$ cat config.mk
export PLATFORM = sky130hd
export DESIGN_NAME = level_ctl_flat
export DESIGN_NICKNAME = d
export VERILOG_FILES = /design/src/rtl/level_ctl_if.sv /design/src/rtl/level_ctl.sv /design/src/flat_wrapper.sv
export SDC_FILE = /design/constraint.sdc
export NUM_CORES = 1
export LEC_CHECK = 0
export BUFFER_PORTS_ARGS = -buffer_cell sky130_fd_sc_hd__buf_4
export CAP_MARGIN = 10
export CELL_PAD_IN_SITES_DETAIL_PLACEMENT = 0
export CELL_PAD_IN_SITES_GLOBAL_PLACEMENT = 1
export CORE_UTILIZATION = 34
export CTS_CLUSTER_DIAMETER = 50
export DETAILED_ROUTE_END_ITERATION = 10
export PLACE_DENSITY = 0.82
export SKIP_LAST_GASP = 1
export SYNTH_ARGS = -nofsm -noshare
export SYNTH_HDL_FRONTEND = slang
export SYNTH_SLANG_ARGS = --single-unit
export TNS_END_PERCENT = 1
$ cat constraint.sdc
create_clock -name clk -period 4.6 [get_ports clk]
set_clock_uncertainty 0.1 [all_clocks]
set_input_delay 0.23 -clock clk [delete_from_list [all_inputs] [get_ports clk]]
set_output_delay 0.23 -clock clk [all_outputs]
set_load 0.03 [all_outputs]
$ cat src/rtl/level_ctl_if.sv
// VGA pixel stream bundle shared by the scene generators and the output chain.
// Producers connect through the out modport, consumers through in.
interface vga_if;
  logic [10:0] vcount;
  logic [10:0] hcount;
  logic        vsync;
  logic        hsync;
  logic        vblnk;
  logic        hblnk;
  logic [11:0] rgb;

  modport in  (input  vcount, hcount, vsync, hsync, vblnk, hblnk, rgb);
  modport out (output vcount, hcount, vsync, hsync, vblnk, hblnk, rgb);
endinterface

$ cat src/rtl/level_ctl.sv
// Scene sequencer: picks the visible scene (menu, L1, L2, end) and runs a
// frame-synchronous fade-out/fade-in on each scene change.
module level_ctl #(
  parameter int FADE_FRAMES = 2
) (
  input  logic       clk,
  input  logic       rst,
  input  logic       start,
  input  logic       level_done,
  vga_if.in          vga_menu,
  vga_if.in          vga_l1,
  vga_if.in          vga_l2,
  vga_if.out         vga_out,
  output logic [1:0] scene,
  output logic       busy
);

  typedef enum logic [1:0] {SHOW, FADE_OUT, FADE_IN} state_t;
  typedef enum logic [1:0] {SC_MENU = 2'd0, SC_L1 = 2'd1, SC_L2 = 2'd2, SC_END = 2'd3} scene_t;

  localparam int              FW        = (FADE_FRAMES > 1) ? $clog2(FADE_FRAMES) : 1;
  localparam logic [FW-1:0]   FCNT_LAST = FW'(FADE_FRAMES - 1);
  localparam logic [4:0]      B_FULL    = 5'd16;

  state_t        state_q, state_d;
  scene_t        scene_q, scene_d;
  scene_t        next_q, next_d;
  logic [4:0]    bright_q, bright_d;
  logic [FW-1:0] fcnt_q, fcnt_d;
  logic          vblnk_q;

  logic frame_tick;
  logic step;

  assign frame_tick = vga_l1.vblnk & ~vblnk_q;
  assign step       = frame_tick && (fcnt_q == FCNT_LAST);

  // NOTE: every register here is updated with <= so all of them sample the
  // same pre-edge values; blocking assignments would create ordering races.
  always_ff @(posedge clk) begin
    if (rst) begin
      state_q  <= SHOW;
      scene_q  <= SC_MENU;
      next_q   <= SC_MENU;
      bright_q <= B_FULL;
      fcnt_q   <= '0;
      vblnk_q  <= 1'b0;
    end else begin
      state_q  <= state_d;
      scene_q  <= scene_d;
      next_q   <= next_d;
      bright_q <= bright_d;
      fcnt_q   <= fcnt_d;
      vblnk_q  <= vga_l1.vblnk;
    end
  end

  // NOTE: every output of this block gets a default first, so no path leaves
  // a signal unassigned and no latch can be inferred.
  always_comb begin
    state_d  = state_q;
    scene_d  = scene_q;
    next_d   = next_q;
    bright_d = bright_q;
    fcnt_d   = fcnt_q;

    if (state_q != SHOW && frame_tick)
      fcnt_d = step ? '0 : FW'(fcnt_q + 1'b1);

    unique case (state_q)
      SHOW: begin
        fcnt_d = '0;
        if (start && (scene_q == SC_MENU || scene_q == SC_END)) begin
          next_d  = SC_L1;
          state_d = FADE_OUT;
        end else if (level_done && scene_q == SC_L1) begin
          next_d  = SC_L2;
          state_d = FADE_OUT;
        end else if (level_done && scene_q == SC_L2) begin
          next_d  = SC_END;
          state_d = FADE_OUT;
        end
      end
      FADE_OUT: begin
        if (step) begin
          if (bright_q != 5'd0) begin
            bright_d = bright_q - 5'd1;
          end else begin
            // Black hold step: the scene swaps while the screen is dark.
            scene_d = next_q;
            state_d = FADE_IN;
          end
        end
      end
      FADE_IN: begin
        if (step) begin
          bright_d = bright_q + 5'd1;
          if (bright_q == 5'd15)
            state_d = SHOW;
        end
      end
      default: state_d = SHOW;
    endcase
  end

  function automatic logic [3:0] dim(input logic [3:0] c, input logic [4:0] b);
    logic [8:0] p;
    p = {5'd0, c} * {4'd0, b};
    return 4'(p >> 4);
  endfunction

  logic [11:0] src_rgb;
  logic [11:0] dim_rgb;

  always_comb begin
    src_rgb = vga_menu.rgb;
    unique case (scene_q)
      SC_MENU: src_rgb = vga_menu.rgb;
      SC_L1:   src_rgb = vga_l1.rgb;
      SC_L2:   src_rgb = vga_l2.rgb;
      SC_END:  src_rgb = ~vga_menu.rgb;
      default: src_rgb = vga_menu.rgb;
    endcase
    dim_rgb = {dim(src_rgb[11:8], bright_q),
               dim(src_rgb[7:4],  bright_q),
               dim(src_rgb[3:0],  bright_q)};
  end

  // Timing fields and pixel are registered together so they stay aligned.
  always_ff @(posedge clk) begin
    if (rst) begin
      vga_out.vcount <= '0;
      vga_out.hcount <= '0;
      vga_out.vsync  <= 1'b0;
      vga_out.hsync  <= 1'b0;
      vga_out.vblnk  <= 1'b0;
      vga_out.hblnk  <= 1'b0;
      vga_out.rgb    <= '0;
    end else begin
      vga_out.vcount <= vga_l1.vcount;
      vga_out.hcount <= vga_l1.hcount;
      vga_out.vsync  <= vga_l1.vsync;
      vga_out.hsync  <= vga_l1.hsync;
      vga_out.vblnk  <= vga_l1.vblnk;
      vga_out.hblnk  <= vga_l1.hblnk;
      vga_out.rgb    <= (vga_l1.hblnk || vga_l1.vblnk) ? 12'h000 : dim_rgb;
    end
  end

  assign scene = scene_q;
  assign busy  = (state_q != SHOW);

endmodule

$ cat src/flat_wrapper.sv
// flat-port wrapper written by rule: the top's interface ports become plain ports
module level_ctl_flat 
#(
  parameter int FADE_FRAMES = 2
)
  (clk, rst, start, level_done, scene, busy, vga_menu_vcount, vga_menu_hcount, vga_menu_vsync, vga_menu_hsync, vga_menu_vblnk, vga_menu_hblnk, vga_menu_rgb, vga_l1_vcount, vga_l1_hcount, vga_l1_vsync, vga_l1_hsync, vga_l1_vblnk, vga_l1_hblnk, vga_l1_rgb, vga_l2_vcount, vga_l2_hcount, vga_l2_vsync, vga_l2_hsync, vga_l2_vblnk, vga_l2_hblnk, vga_l2_rgb, vga_out_vcount, vga_out_hcount, vga_out_vsync, vga_out_hsync, vga_out_vblnk, vga_out_hblnk, vga_out_rgb);
  vga_if vga_menu_i ();
  vga_if vga_l1_i ();
  vga_if vga_l2_i ();
  vga_if vga_out_i ();
  input  logic clk;
  input  logic rst;
  input  logic start;
  input  logic level_done;
  output logic [1:0] scene;
  output logic busy;
  input wire logic [$bits(vga_menu_i.vcount)-1:0] vga_menu_vcount;
  input wire logic [$bits(vga_menu_i.hcount)-1:0] vga_menu_hcount;
  input wire logic [$bits(vga_menu_i.vsync)-1:0] vga_menu_vsync;
  input wire logic [$bits(vga_menu_i.hsync)-1:0] vga_menu_hsync;
  input wire logic [$bits(vga_menu_i.vblnk)-1:0] vga_menu_vblnk;
  input wire logic [$bits(vga_menu_i.hblnk)-1:0] vga_menu_hblnk;
  input wire logic [$bits(vga_menu_i.rgb)-1:0] vga_menu_rgb;
  input wire logic [$bits(vga_l1_i.vcount)-1:0] vga_l1_vcount;
  input wire logic [$bits(vga_l1_i.hcount)-1:0] vga_l1_hcount;
  input wire logic [$bits(vga_l1_i.vsync)-1:0] vga_l1_vsync;
  input wire logic [$bits(vga_l1_i.hsync)-1:0] vga_l1_hsync;
  input wire logic [$bits(vga_l1_i.vblnk)-1:0] vga_l1_vblnk;
  input wire logic [$bits(vga_l1_i.hblnk)-1:0] vga_l1_hblnk;
  input wire logic [$bits(vga_l1_i.rgb)-1:0] vga_l1_rgb;
  input wire logic [$bits(vga_l2_i.vcount)-1:0] vga_l2_vcount;
  input wire logic [$bits(vga_l2_i.hcount)-1:0] vga_l2_hcount;
  input wire logic [$bits(vga_l2_i.vsync)-1:0] vga_l2_vsync;
  input wire logic [$bits(vga_l2_i.hsync)-1:0] vga_l2_hsync;
  input wire logic [$bits(vga_l2_i.vblnk)-1:0] vga_l2_vblnk;
  input wire logic [$bits(vga_l2_i.hblnk)-1:0] vga_l2_hblnk;
  input wire logic [$bits(vga_l2_i.rgb)-1:0] vga_l2_rgb;
  output wire logic [$bits(vga_out_i.vcount)-1:0] vga_out_vcount;
  output wire logic [$bits(vga_out_i.hcount)-1:0] vga_out_hcount;
  output wire logic [$bits(vga_out_i.vsync)-1:0] vga_out_vsync;
  output wire logic [$bits(vga_out_i.hsync)-1:0] vga_out_hsync;
  output wire logic [$bits(vga_out_i.vblnk)-1:0] vga_out_vblnk;
  output wire logic [$bits(vga_out_i.hblnk)-1:0] vga_out_hblnk;
  output wire logic [$bits(vga_out_i.rgb)-1:0] vga_out_rgb;
  assign vga_menu_i.vcount = vga_menu_vcount;
  assign vga_menu_i.hcount = vga_menu_hcount;
  assign vga_menu_i.vsync = vga_menu_vsync;
  assign vga_menu_i.hsync = vga_menu_hsync;
  assign vga_menu_i.vblnk = vga_menu_vblnk;
  assign vga_menu_i.hblnk = vga_menu_hblnk;
  assign vga_menu_i.rgb = vga_menu_rgb;
  assign vga_l1_i.vcount = vga_l1_vcount;
  assign vga_l1_i.hcount = vga_l1_hcount;
  assign vga_l1_i.vsync = vga_l1_vsync;
  assign vga_l1_i.hsync = vga_l1_hsync;
  assign vga_l1_i.vblnk = vga_l1_vblnk;
  assign vga_l1_i.hblnk = vga_l1_hblnk;
  assign vga_l1_i.rgb = vga_l1_rgb;
  assign vga_l2_i.vcount = vga_l2_vcount;
  assign vga_l2_i.hcount = vga_l2_hcount;
  assign vga_l2_i.vsync = vga_l2_vsync;
  assign vga_l2_i.hsync = vga_l2_hsync;
  assign vga_l2_i.vblnk = vga_l2_vblnk;
  assign vga_l2_i.hblnk = vga_l2_hblnk;
  assign vga_l2_i.rgb = vga_l2_rgb;
  assign vga_out_vcount = vga_out_i.vcount;
  assign vga_out_hcount = vga_out_i.hcount;
  assign vga_out_vsync = vga_out_i.vsync;
  assign vga_out_hsync = vga_out_i.hsync;
  assign vga_out_vblnk = vga_out_i.vblnk;
  assign vga_out_hblnk = vga_out_i.hblnk;
  assign vga_out_rgb = vga_out_i.rgb;
  level_ctl #(.FADE_FRAMES(FADE_FRAMES)) u_core (.clk(clk), .rst(rst), .start(start), .level_done(level_done), .vga_menu(vga_menu_i), .vga_l1(vga_l1_i), .vga_l2(vga_l2_i), .vga_out(vga_out_i), .scene(scene), .busy(busy));
endmodule
Word-level counts from Yosys, hierarchy flattened
Cells that the tools add are included.
{"block": "totals", "elab_cells": 70, "ff_bits": 50, "input_bits": 118, "output_inout_bits": 41}
{"block": "op_classes", "muxes": 17, "reduce_logical": 19, "n_bitwise": 4, "n_eq_ne": 12, "n_addsub": 3, "multipliers": 3}
{"operator": "$pmux W12 S4", "count": 1}
{"operator": "$mul A4 B5 Y8", "count": 3}
{"operator": "$mux W2", "count": 10}
{"operator": "$mux W5", "count": 3}
{"operator": "$not A12 Y12", "count": 1}
{"operator": "$pmux W5 S2", "count": 1}
{"operator": "$ne A2 B1 Y1 const B", "count": 4}
{"operator": "$eq A2 B2 Y1 const B", "count": 3}
{"operator": "$pmux W2 S3", "count": 1}
{"operator": "$add A5 B1 Y5 const B", "count": 1}
{"operator": "$eq A5 B4 Y1 const B", "count": 1}
{"operator": "$logic_and A1 B1 Y1", "count": 5}
{"operator": "$reduce_and A5 Y1", "count": 1}
{"operator": "$reduce_bool A5 Y1", "count": 1}
{"operator": "$sub A5 B1 Y5 const B", "count": 1}
{"operator": "$eq A2 B1 Y1 const B", "count": 2}
{"operator": "$logic_not A2 Y1", "count": 2}
{"operator": "$ne A4 B1 Y1 const B", "count": 1}
{"operator": "$reduce_and A4 Y1", "count": 1}
{"operator": "$reduce_bool A2 Y1", "count": 2}
{"operator": "$reduce_or A2 Y1", "count": 2}
{"operator": "$reduce_and A3 Y1", "count": 1}
{"operator": "$reduce_bool A3 Y1", "count": 1}
{"operator": "$logic_or A1 B1 Y1", "count": 2}
{"operator": "other kinds (6)", "count": 7}

Longest topological paths before layout
Gate-level depths: netlist (run 1).
{"block": "depth", "word_depth": 6, "depth_mapped": 15}

Least setup slack after synthesis (run 1)
OpenSTA, ideal clock, no wires.
{"block": "synth_path", "path_type": "register to register", "start": "register u_core.scene_q[0] (netlist: u_core.scene[0])", "end": "register u_core.vga_out.rgb[11]", "path_slack_ps": 589, "path_stages_with_launch": 16, "t_arrival_ps": 3840, "setup_time_ps": 72, "path_buffers": 1, "path_cell_list": "dfxtp_1 inv_1 ha_1 buf_2 a222oi_1 mux2i_1 and2_1 fa_1 inv_1 fa_1 inv_1 ha_1 nor2b_1 a41o_1 a31oi_1 mux2i_1"}
{"block": "synth_via", "elab_chain_cells": 3, "elab_cells_between_ends": 6}
{"item": "start: declaration", "line_no": "level_ctl.sv:26", "text": "scene_t scene_q, scene_d;"}
{"item": "start signal: assignment", "line_no": "level_ctl.sv:50", "text": "scene_q <= scene_d;"}
{"item": "$eq A2 B2 Y1 (tied with other cells)", "line_no": "level_ctl.sv:117", "text": "unique case (scene_q)"}
{"item": "$pmux W12 S4 *", "line_no": "level_ctl.sv:117"}
{"item": "$mul A4 B5 Y8 *", "line_no": "level_ctl.sv:108", "text": "p = {5'd0, c} * {4'd0, b};"}
{"item": "end signal: assignment", "line_no": "level_ctl.sv:146", "text": "vga_out.rgb <= (vga_l1.hblnk || vga_l1.vblnk) ? 12'h000 : dim_rgb;"}
{"item": "end: declaration", "line_no": "level_ctl_if.sv:13", "text": "modport out (output vcount, hcount, vsync, hsync, vblnk, hblnk, rgb);"}
Every way passes the cells marked *; elsewhere a longest branch is shown, timed or not.
A chain may end at the register's enable or synchronous reset.

Worst setup path in the final report (run 1)
{"block": "layout_path", "start": "register u_core.scene_q[1] (netlist: u_core.scene[1])", "end": "register u_core.vga_out.rgb[7]"}
The elaborated chain is that of the path after synthesis.

==> results of run 1 <==
[per-layer routing]
layer	wire (um)	GRT usage
met5	0	0
met4	113	0.0462
met1	3320	0.183
met2	4280	0.305
met3	287	0.0287
[critical path: cells and delay by family (launching register included)]
family	cells	cell delay (ns)
adder cells (fa/ha/maj)	4	1.89
AO/OA/AOI/OAI	4	0.87
multiplexers	2	0.62
flip-flops	1	0.37
AND/OR/NAND/NOR	1	0.16
buffers and inverters	2	0.13
[power groups by stage]
| stage | Clock (mW) | Sequential (mW) | Combinational [mW] |
|---|---|---|---|
| floorplan | 0 | 0.497 | 0.0644 |
| CTS | 0.294 | 0.458 | 0.177 |
| global placement | 0 | 0.468 | 0.174 |
| global route | 0.307 | 0.460 | 0.192 |
| detailed placement | 0 | 0.468 | 0.177 |
| finish | 0.282 | 0.458 | 0.176 |
[cells in the final DEF (no fill, tap or decap), types with 4 or more instances in the layout]
master / instances
buf_4: 106
clkbuf_8: 5
xor2_1: 7
and2_1: 29
a21o_1: 8
mux2i_1: 12
inv_1: 28
a21oi_1: 15
nand2b_1: 17
a41o_1: 4
a31oi_1: 12
xnor2_1: 10
ha_1: 33
dfxtp_1: 50
nor2b_1: 37
nand2_1: 36
nor3_1: 6
fa_1: 16
nor2_1: 18
[cell families (layout without fill, tap and decap cells)]
logic type	Yosys count	after routing
compound gates	57	57
xor+xnor	17	17
fa+ha+maj	50	50
buf+inv	44	144
flops	50	50
mux	12	12
simple gates	154	154
[repair_timing]
action	CTS	global route
hold buffers	0	0
setup endpoints to repair	0	1
gates resized for setup	0	1
[flip-flops by register name (all words and copies together) (netlist names)]
signal,count
u_core.vga_out.rgb,12
u_core.vga_out.hcount,11
u_core.vga_out.vcount,11
u_core.bright_q,5
u_core.next_q,2
u_core.scene,2
u_core.state_q,2
u_core.fcnt_q,1
u_core.vblnk_q,1
u_core.vga_out.hblnk,1
u_core.vga_out.hsync,1
u_core.vga_out.vsync,1
[final timing paths]
kind | cells after the start | slack [ns] | endpoint
hold / removal | 2 | 0.02 | u_core.vga_out.vcount[0]
hold reg to reg | 2 | 0.39 | u_core.next_q[0]
setup / recovery | 13 | 0.37 | u_core.vga_out.rgb[7]
setup reg to reg | 13 | 0.37 | u_core.vga_out.rgb[7]
[stage by stage]
stage,setup WS [ns],power [mW],std cells
finish,0.369,0.916,617
detailed placement,0.367,0.645,608
global placement,0.367,0.642,608
CTS,0.257,0.930,616
global route,0.0186,0.960,617
floorplan,0.589,0.562,384
[cell type report]
type | count | area (sq um)
multi-input combinational | 290 | 2240
timing repair buffer | 107 | 803
clock buffer | 5 | 68.8
fill | 971 | 5360
tap | 133 | 166
clock inverter | 3 | 28.8
sequential | 50 | 1000
inverter | 29 | 109
[synthesized netlist by cell type, drive strengths merged]
| master | number |
|---|---|
| a31oi | 12 |
| dfxtp | 50 |
| mux2i | 12 |
| and2 | 29 |
| ha | 34 |
| nand2 | 36 |
| nand3 | 3 |
| xnor2 | 10 |
| a32oi | 3 |
| or3b | 1 |
| nor3 | 6 |
| a211oi | 1 |
| nor2 | 18 |
| buf | 6 |
| clkbuf | 9 |
| nand3b | 1 |
| a21o | 9 |
| nand4 | 1 |
| fa | 16 |
| or3 | 1 |
| a21oi | 15 |
| o21ai | 3 |
| nand2b | 17 |
| a311oi | 3 |
| or4 | 1 |
| nor2b | 37 |
| xor2 | 7 |
| a22oi | 3 |
| and3 | 3 |
| a222oi | 3 |
| a2111oi | 1 |
| a41o | 4 |
| inv | 29 |
==> results.txt, run 1 <==
----------------------------------------------------
[Die]
  Initial Utilization ... 0.349
  Vertical die dimension ... about 100 um
  Width of the chip ... 102 um
  Std-Cell Core Area ... 0.00977 sq mm
  Standard-cell rows ... 36
  Count of pins on the block boundary ... 159
  Die area ... 0.0104 sq mm

[Synth]
  Post-synthesis share of cell area spent on full adders, half adders and majority gates ... 0.218
  Distinct cells, synth ... 38
  Sequential cell area fraction in the yosys report ... 0.293
  Combined area of all synthesized cells ... 0.00341 sq mm
  Top area cells in the synthesized netlist ... dfxtp_1, ha_1, fa_1
  Count of synthesis-stage warnings from yosys ... 0
  Mean cell area of the mapped netlist ... 8.89 sq um
  Gate Count Post-Synth ... 384
  Total nets after synthesis ... 552
  Multiplexer share of the synthesized area ... 0.0352
  Area leader, netlist ... dfxtp_1
  Compound-Gate Fraction of Synth Area ... 0.117
  Synthesized flop and latch total ... 50
  Area share of the largest cell type after synthesis ... 0.293
  Largest family of logic cells by synthesized area ... simple AND/OR/NAND/NOR gates
  Post-synthesis xor/xnor area fraction ... 0.0436
  Simple-Gate Fraction of Synth Area ... 0.242

[Clock network]
  Maximum level of the CTS H-tree ... 2
  Number of clock sinks seen by CTS ... 50
  Latest clock arrival within the worst-skew pair ... ~0.31 ns
  Clock transition at the register clock pins on the worst setup and hold paths after CTS ... 0.11 ns
  Clock tree root buffer cell ... clkbuf_8
  Total clock buffers created by CTS ... 5
  Number of buffers added for setup after CTS ... 0
  Maximum buffer depth of the clock tree ... 2
  Clock tree from TritonCTS ... done

[Timing]
  Count of endpoints failing setup in the final report ... 0
  Min Clock Period, post-route ... 4.23 ns
  Fin. Hold Viols ... 0
  Final worst-path cycle share ... 0.920
  Worst relative slew slack ... 0.608
  Setup TNS ... 0 ns
  Setup repair after global routing missed its margin ... false
  Highest clock frequency the design can meet ... 236 MHz
  Worst-Margin Slew ... 0.588 ns
  Pins Over Slew Limit ... 0
  Worst hold-check slack ... 0.0157 ns

[Route]
  Initial DRT Pass Iterations ... 4
  Via-per-instance ratio ... 4.79
  Total Wirelength ... roughly 8000 um
  Remaining DRCs ... 0
  Number of nets still failing antenna checks after routing ... 0
  Mean routed wirelength per cell ... 13.0 um
  Drt initial violations ... 68
  Vias after detailed routing ... 2953

[Place]
  Half-perimeter wire length after detailed placement ... roughly 6200 um
  Placed standard-cell area ... 0.00431 sq mm
  Final weighted congestion in routability-driven placement ... 0.745
  Port-buffer cells ... 106

[Status]
  Status ... complete, no violations

[Global routing]
  Number of antenna violations at the first check in global routing ... 0
  All-layer global routing usage ... 0.161
  Total global routing overflow ... 0
  Maximum number of pins on one net before global-route repair ... 41
  Via count of the first global-routing pass ... 2910
  Global-route wire length before repair ... 13200 um

[Power]
  P_leak ... 2.16 nW
  Design internal power ... around 0.65 mW
  Combinational share of power ... 0.192
  Net Sw Power ... approximately 0.27 mW
  Power density of the placed cells ... between 200 and 250 mW/mm^2
  Seq pwr share ... 0.500
  Switching Fraction ... 0.290
  VDD IR-drop max ... ~0.13 mV
  Share of total power in the clock network ... 0.308

[Final layout]
  Antenna Cells ... 0
  Post-route cell area ... 0.00442 sq mm
  NumNets Final ... 651
  Core occupancy in the finished layout ... 0.452
  Layout cells sized above 1 ... 0.248
  Layout area overhead ... 29.4%

[Critical path]
  Data arrival, critical path ... 4.37 ns
  Crit. End Element ... flop
  Source of the critical timing path ... u_core.scene[1]
  Startpoint-to-endpoint class of the critical path ... reg2reg
  List of cells traversed by the critical path ... inv_1 -> ha_1 -> a222oi_1 -> mux2i_1 -> nand2_1 -> fa_1 -> fa_1 -> inv_1 -> ha_1 -> a21o_1 -> a41o_1 -> a31oi_1 -> mux2i_1
  Type of origin of the critical path ... flop
  Worst-path cell with the longest stage delay ... fa_1
  Data required time of the worst path ... 4.74 ns
  Critical path peak fanout ... 14
  Origin of the critical flop-to-flop path ... u_core.scene[1]
  Max stage delay on crit path ... 0.55 ns

[Min path]
  Path class of the lowest-slack min-delay path ... in2reg
  Worst Min Path Start ... vga_l1_vcount[0]

[Flow run]
  Max-cap check violation count ... 0

----------------------------------------------------
No activity file was read; power rests on OpenSTA's default activity.
==> inputs of run 2 (changes only) <==
--- a/config.mk
+++ b/config.mk
@@ -9,10 +9,11 @@
 export CAP_MARGIN = 10
 export CELL_PAD_IN_SITES_DETAIL_PLACEMENT = 0
 export CELL_PAD_IN_SITES_GLOBAL_PLACEMENT = 1
-export CORE_UTILIZATION = 34
+export CORE_UTILIZATION = 31
 export CTS_CLUSTER_DIAMETER = 50
 export DETAILED_ROUTE_END_ITERATION = 10
-export PLACE_DENSITY = 0.82
+export PLACE_DENSITY = 0.79
+export SETUP_SLACK_MARGIN = 0.15
 export SKIP_LAST_GASP = 1
 export SYNTH_ARGS = -nofsm -noshare
 export SYNTH_HDL_FRONTEND = slang
==> constraint.sdc (replaced) <==
create_clock -name clk -period 3.8 [get_ports clk]
set_clock_uncertainty 0.1 [all_clocks]
set_input_delay 0.19 -clock clk [delete_from_list [all_inputs] [get_ports clk]]
set_output_delay 0.19 -clock clk [all_outputs]
set_load 0.03 [all_outputs]
==> results.txt, run 2 (synthesis gave the netlist of run 1 again) <==
----------------------------------------------------
[Global routing]
  Maximum number of pins on one net before global-route repair ... 41 (unchanged)
  Total global routing overflow ... 0 (unchanged)
  Global-route wire length before repair ... 14500 um (+9.7%)
  Via count of the first global-routing pass ... 3180 (+9.3%)
  All-layer global routing usage ... 0.161 (about the same)
  Number of antenna violations at the first check in global routing ... 0 (unchanged)

[Final layout]
  Number of flip-flops under the largest register name ... 12 (unchanged)
  Area of the multi-input gates ... 0.00236 sq mm (+5.4%)
  Number of fill cells ... 1021 (+5.1%)
  Layout area overhead ... 47.6%
  Registers with the most flip-flops ... u_core.vga_out.rgb (12), u_core.vga_out.hcount (11), u_core.vga_out.vcount (11)
  NumNets Final ... 703 (+8.0%)
  Register Area ... 0.00101 sq mm (+0.75%)
  Biggest register ... u_core.vga_out.rgb
  Highest-count cells in the layout ignoring fill and taps ... buf_4, dfxtp_1, nor2b_1, nand2_1
  Antenna Cells ... 0 (unchanged)
  Layout cells sized above 1 ... 0.319 (+0.0711)
  Most frequent standard cell in the layout excluding fill and tap cells ... buf_4

[Power]
  VDD IR-drop max ... 0.250 mV (+87%)
  Post-route total power ... 1.21 mW (+32%)
  Power density of the placed cells ... 239 mW/mm^2 (+15%)
  P_leak ... 2.43 nW (+13%)

[Clock network]
  Maximum level of the CTS H-tree ... 2 (unchanged)
  Clock tree root buffer cell ... clkbuf_8
  Clock transition at the register clock pins on the worst setup and hold paths after CTS ... 0.09 ns (-0.02 ns)
  Number of clock sinks seen by CTS ... 50 (unchanged)
  Maximum buffer depth of the clock tree ... 2 (unchanged)
  Latest clock arrival within the worst-skew pair ... 0.30 ns (about the same)
  Total clock buffers created by CTS ... 5 (unchanged)
  Clock tree from TritonCTS ... done

[Critical path]
  Max stage delay on crit path ... 0.49 ns (-0.06 ns)
  Data required time of the worst path ... 3.89 ns (-0.85 ns)
  Buffering stage count on the worst path with inverters included ... 6 (+4)
  Data arrival, critical path ... 3.85 ns (-0.52 ns)
  Startpoint-to-endpoint class of the critical path ... reg2reg
  Cell family with most CP delay ... adder cells
  Critical path peak fanout ... 8 (-6)
  Type of origin of the critical path ... flop
  Worst-path cell with the longest stage delay ... fa_1
  List of cells traversed by the critical path ... inv_2 -> buf_4 -> ha_4 -> buf_6 -> a222oi_1 -> mux2i_2 -> and2_4 -> fa_1 -> inv_1 -> fa_1 -> inv_2 -> ha_4 -> a21o_1 -> a41o_1 -> buf_4 -> xnor2_1 -> nor2_1
  Crit. End Element ... flop

[Die]
  Vertical die dimension ... 107 um (+4.6%)
  Standard-cell rows ... 37 (+2.8%)
  Initial Utilization ... 0.325 (-0.0244)
  Std-Cell Core Area ... 0.0105 sq mm (+7.5%)
  Width of the chip ... 107 um (+4.6%)
  Die area ... 0.0114 sq mm (+9.5%)
  Count of pins on the block boundary ... 159 (unchanged)

[Place]
  Worst setup slack after placement ... -0.175 ns (-0.542 ns)
  Port-buffer cells ... 106 (unchanged)
  Half-perimeter wire length after detailed placement ... 6750 um (+8.5%)
  Final weighted congestion in routability-driven placement ... 0.837 (+12%)

[Route]
  Number of nets still failing antenna checks after routing ... 0 (unchanged)
  Mean routed wirelength per cell ... 13.2 um (+1.7%)
  Total Wirelength ... 8870 um (+11%)
  Remaining DRCs ... 0 (unchanged)
  Drt initial violations ... 102 (+50%)
  Via-per-instance ratio ... 4.68 (-2.2%)
  Initial DRT Pass Iterations ... 5 (+1)
  Vias after detailed routing ... 3145 (+6.5%)

[Timing]
  Fin. Hold Viols ... 0 (unchanged)
  Final worst-path setup slack ... 0.0385 ns (-0.331 ns)
  Setup TNS ... 0 ns (unchanged)
  Worst relative slew slack ... 0.619 (+0.0113)
  Final worst-path cycle share ... 0.990 (+0.0701)
  Setup repair after global routing missed its margin ... true
  Pins Over Slew Limit ... 0 (unchanged)
  Worst-Margin Slew ... 0.571 ns (-0.0170 ns)
  Highest clock frequency the design can meet ... 266 MHz (+12%)
  Count of endpoints failing setup in the final report ... 0 (unchanged)
  Min Clock Period, post-route ... 3.76 ns (-0.469 ns)

[Status]
  Status ... complete, no violations

[Flow run]
  Max-cap check violation count ... 0 (unchanged)

[Min path]
  Path class of the lowest-slack min-delay path ... in2reg

----------------------------------------------------
-- run 2: what timing repair did --
action                                  4_1_cts  5_1_grt
hold endpoints to repair                     21        1
hold buffers                                 21        1
setup buffers                                 3        0
gates resized for setup                      13        5
pin swaps                                    13       10
endpoints found under the setup margin       10       12
-- run 2: stage by stage --
| stage | util | hold slack [ns] | instances | instance area, sq um |
|---|---|---|---|---|
| final | 0.479 | 0.00867 | 672 | 5040 |
| after global routing | 0.479 | 0.00362 | 672 | 5040 |
| after CTS | 0.475 | 0.00108 | 670 | 4990 |
| after detailed placement | 0.435 | 0.304 | 638 | 4570 |
| after global placement | 0.435 | 0.299 | 638 | 4570 |
| after floorplan | - | 0.218 | 384 | 3450 |
-- run 2: report_power, final --
part / internal, mW / switching [mW]
Clock: 0.217 / 0.185
Combinational: 0.133 / 0.118
Sequential: 0.544 / 0.00919
-- run 2: worst paths after layout --
path | startpoint | to | slack (ns) | cells past startpoint
worst max-delay path | u_core.scene[0] | u_core.vga_out.rgb[9] | 0.04 | 17
worst min register to register | u_core.next_q[0] | u_core.next_q[0] | 0.39 | 2
worst max register to register | u_core.scene[0] | u_core.vga_out.rgb[9] | 0.04 | 17
worst min-delay path | vga_l1_hcount[9] | u_core.vga_out.hcount[9] | 0.009 | 2
-- run 2: cell type report --
type,count,area share
Multi-Input combinational cell,290,0.469
Timing Repair Buffer,159,0.251
Sequential cell,50,0.200
Tap cell,136,0.0338
Inverter,29,0.0221
Clock buffer,6,0.0164
Clock inverter,2,0.00770
-- run 2: per-layer routing --
metal  wire, um  GRT usage  up-vias
met5          0          0        -
met3        296     0.0304       10
met2       4810      0.313       68
met4        111     0.0479        0
met1       3650      0.174     1485
li1           -          -     1582
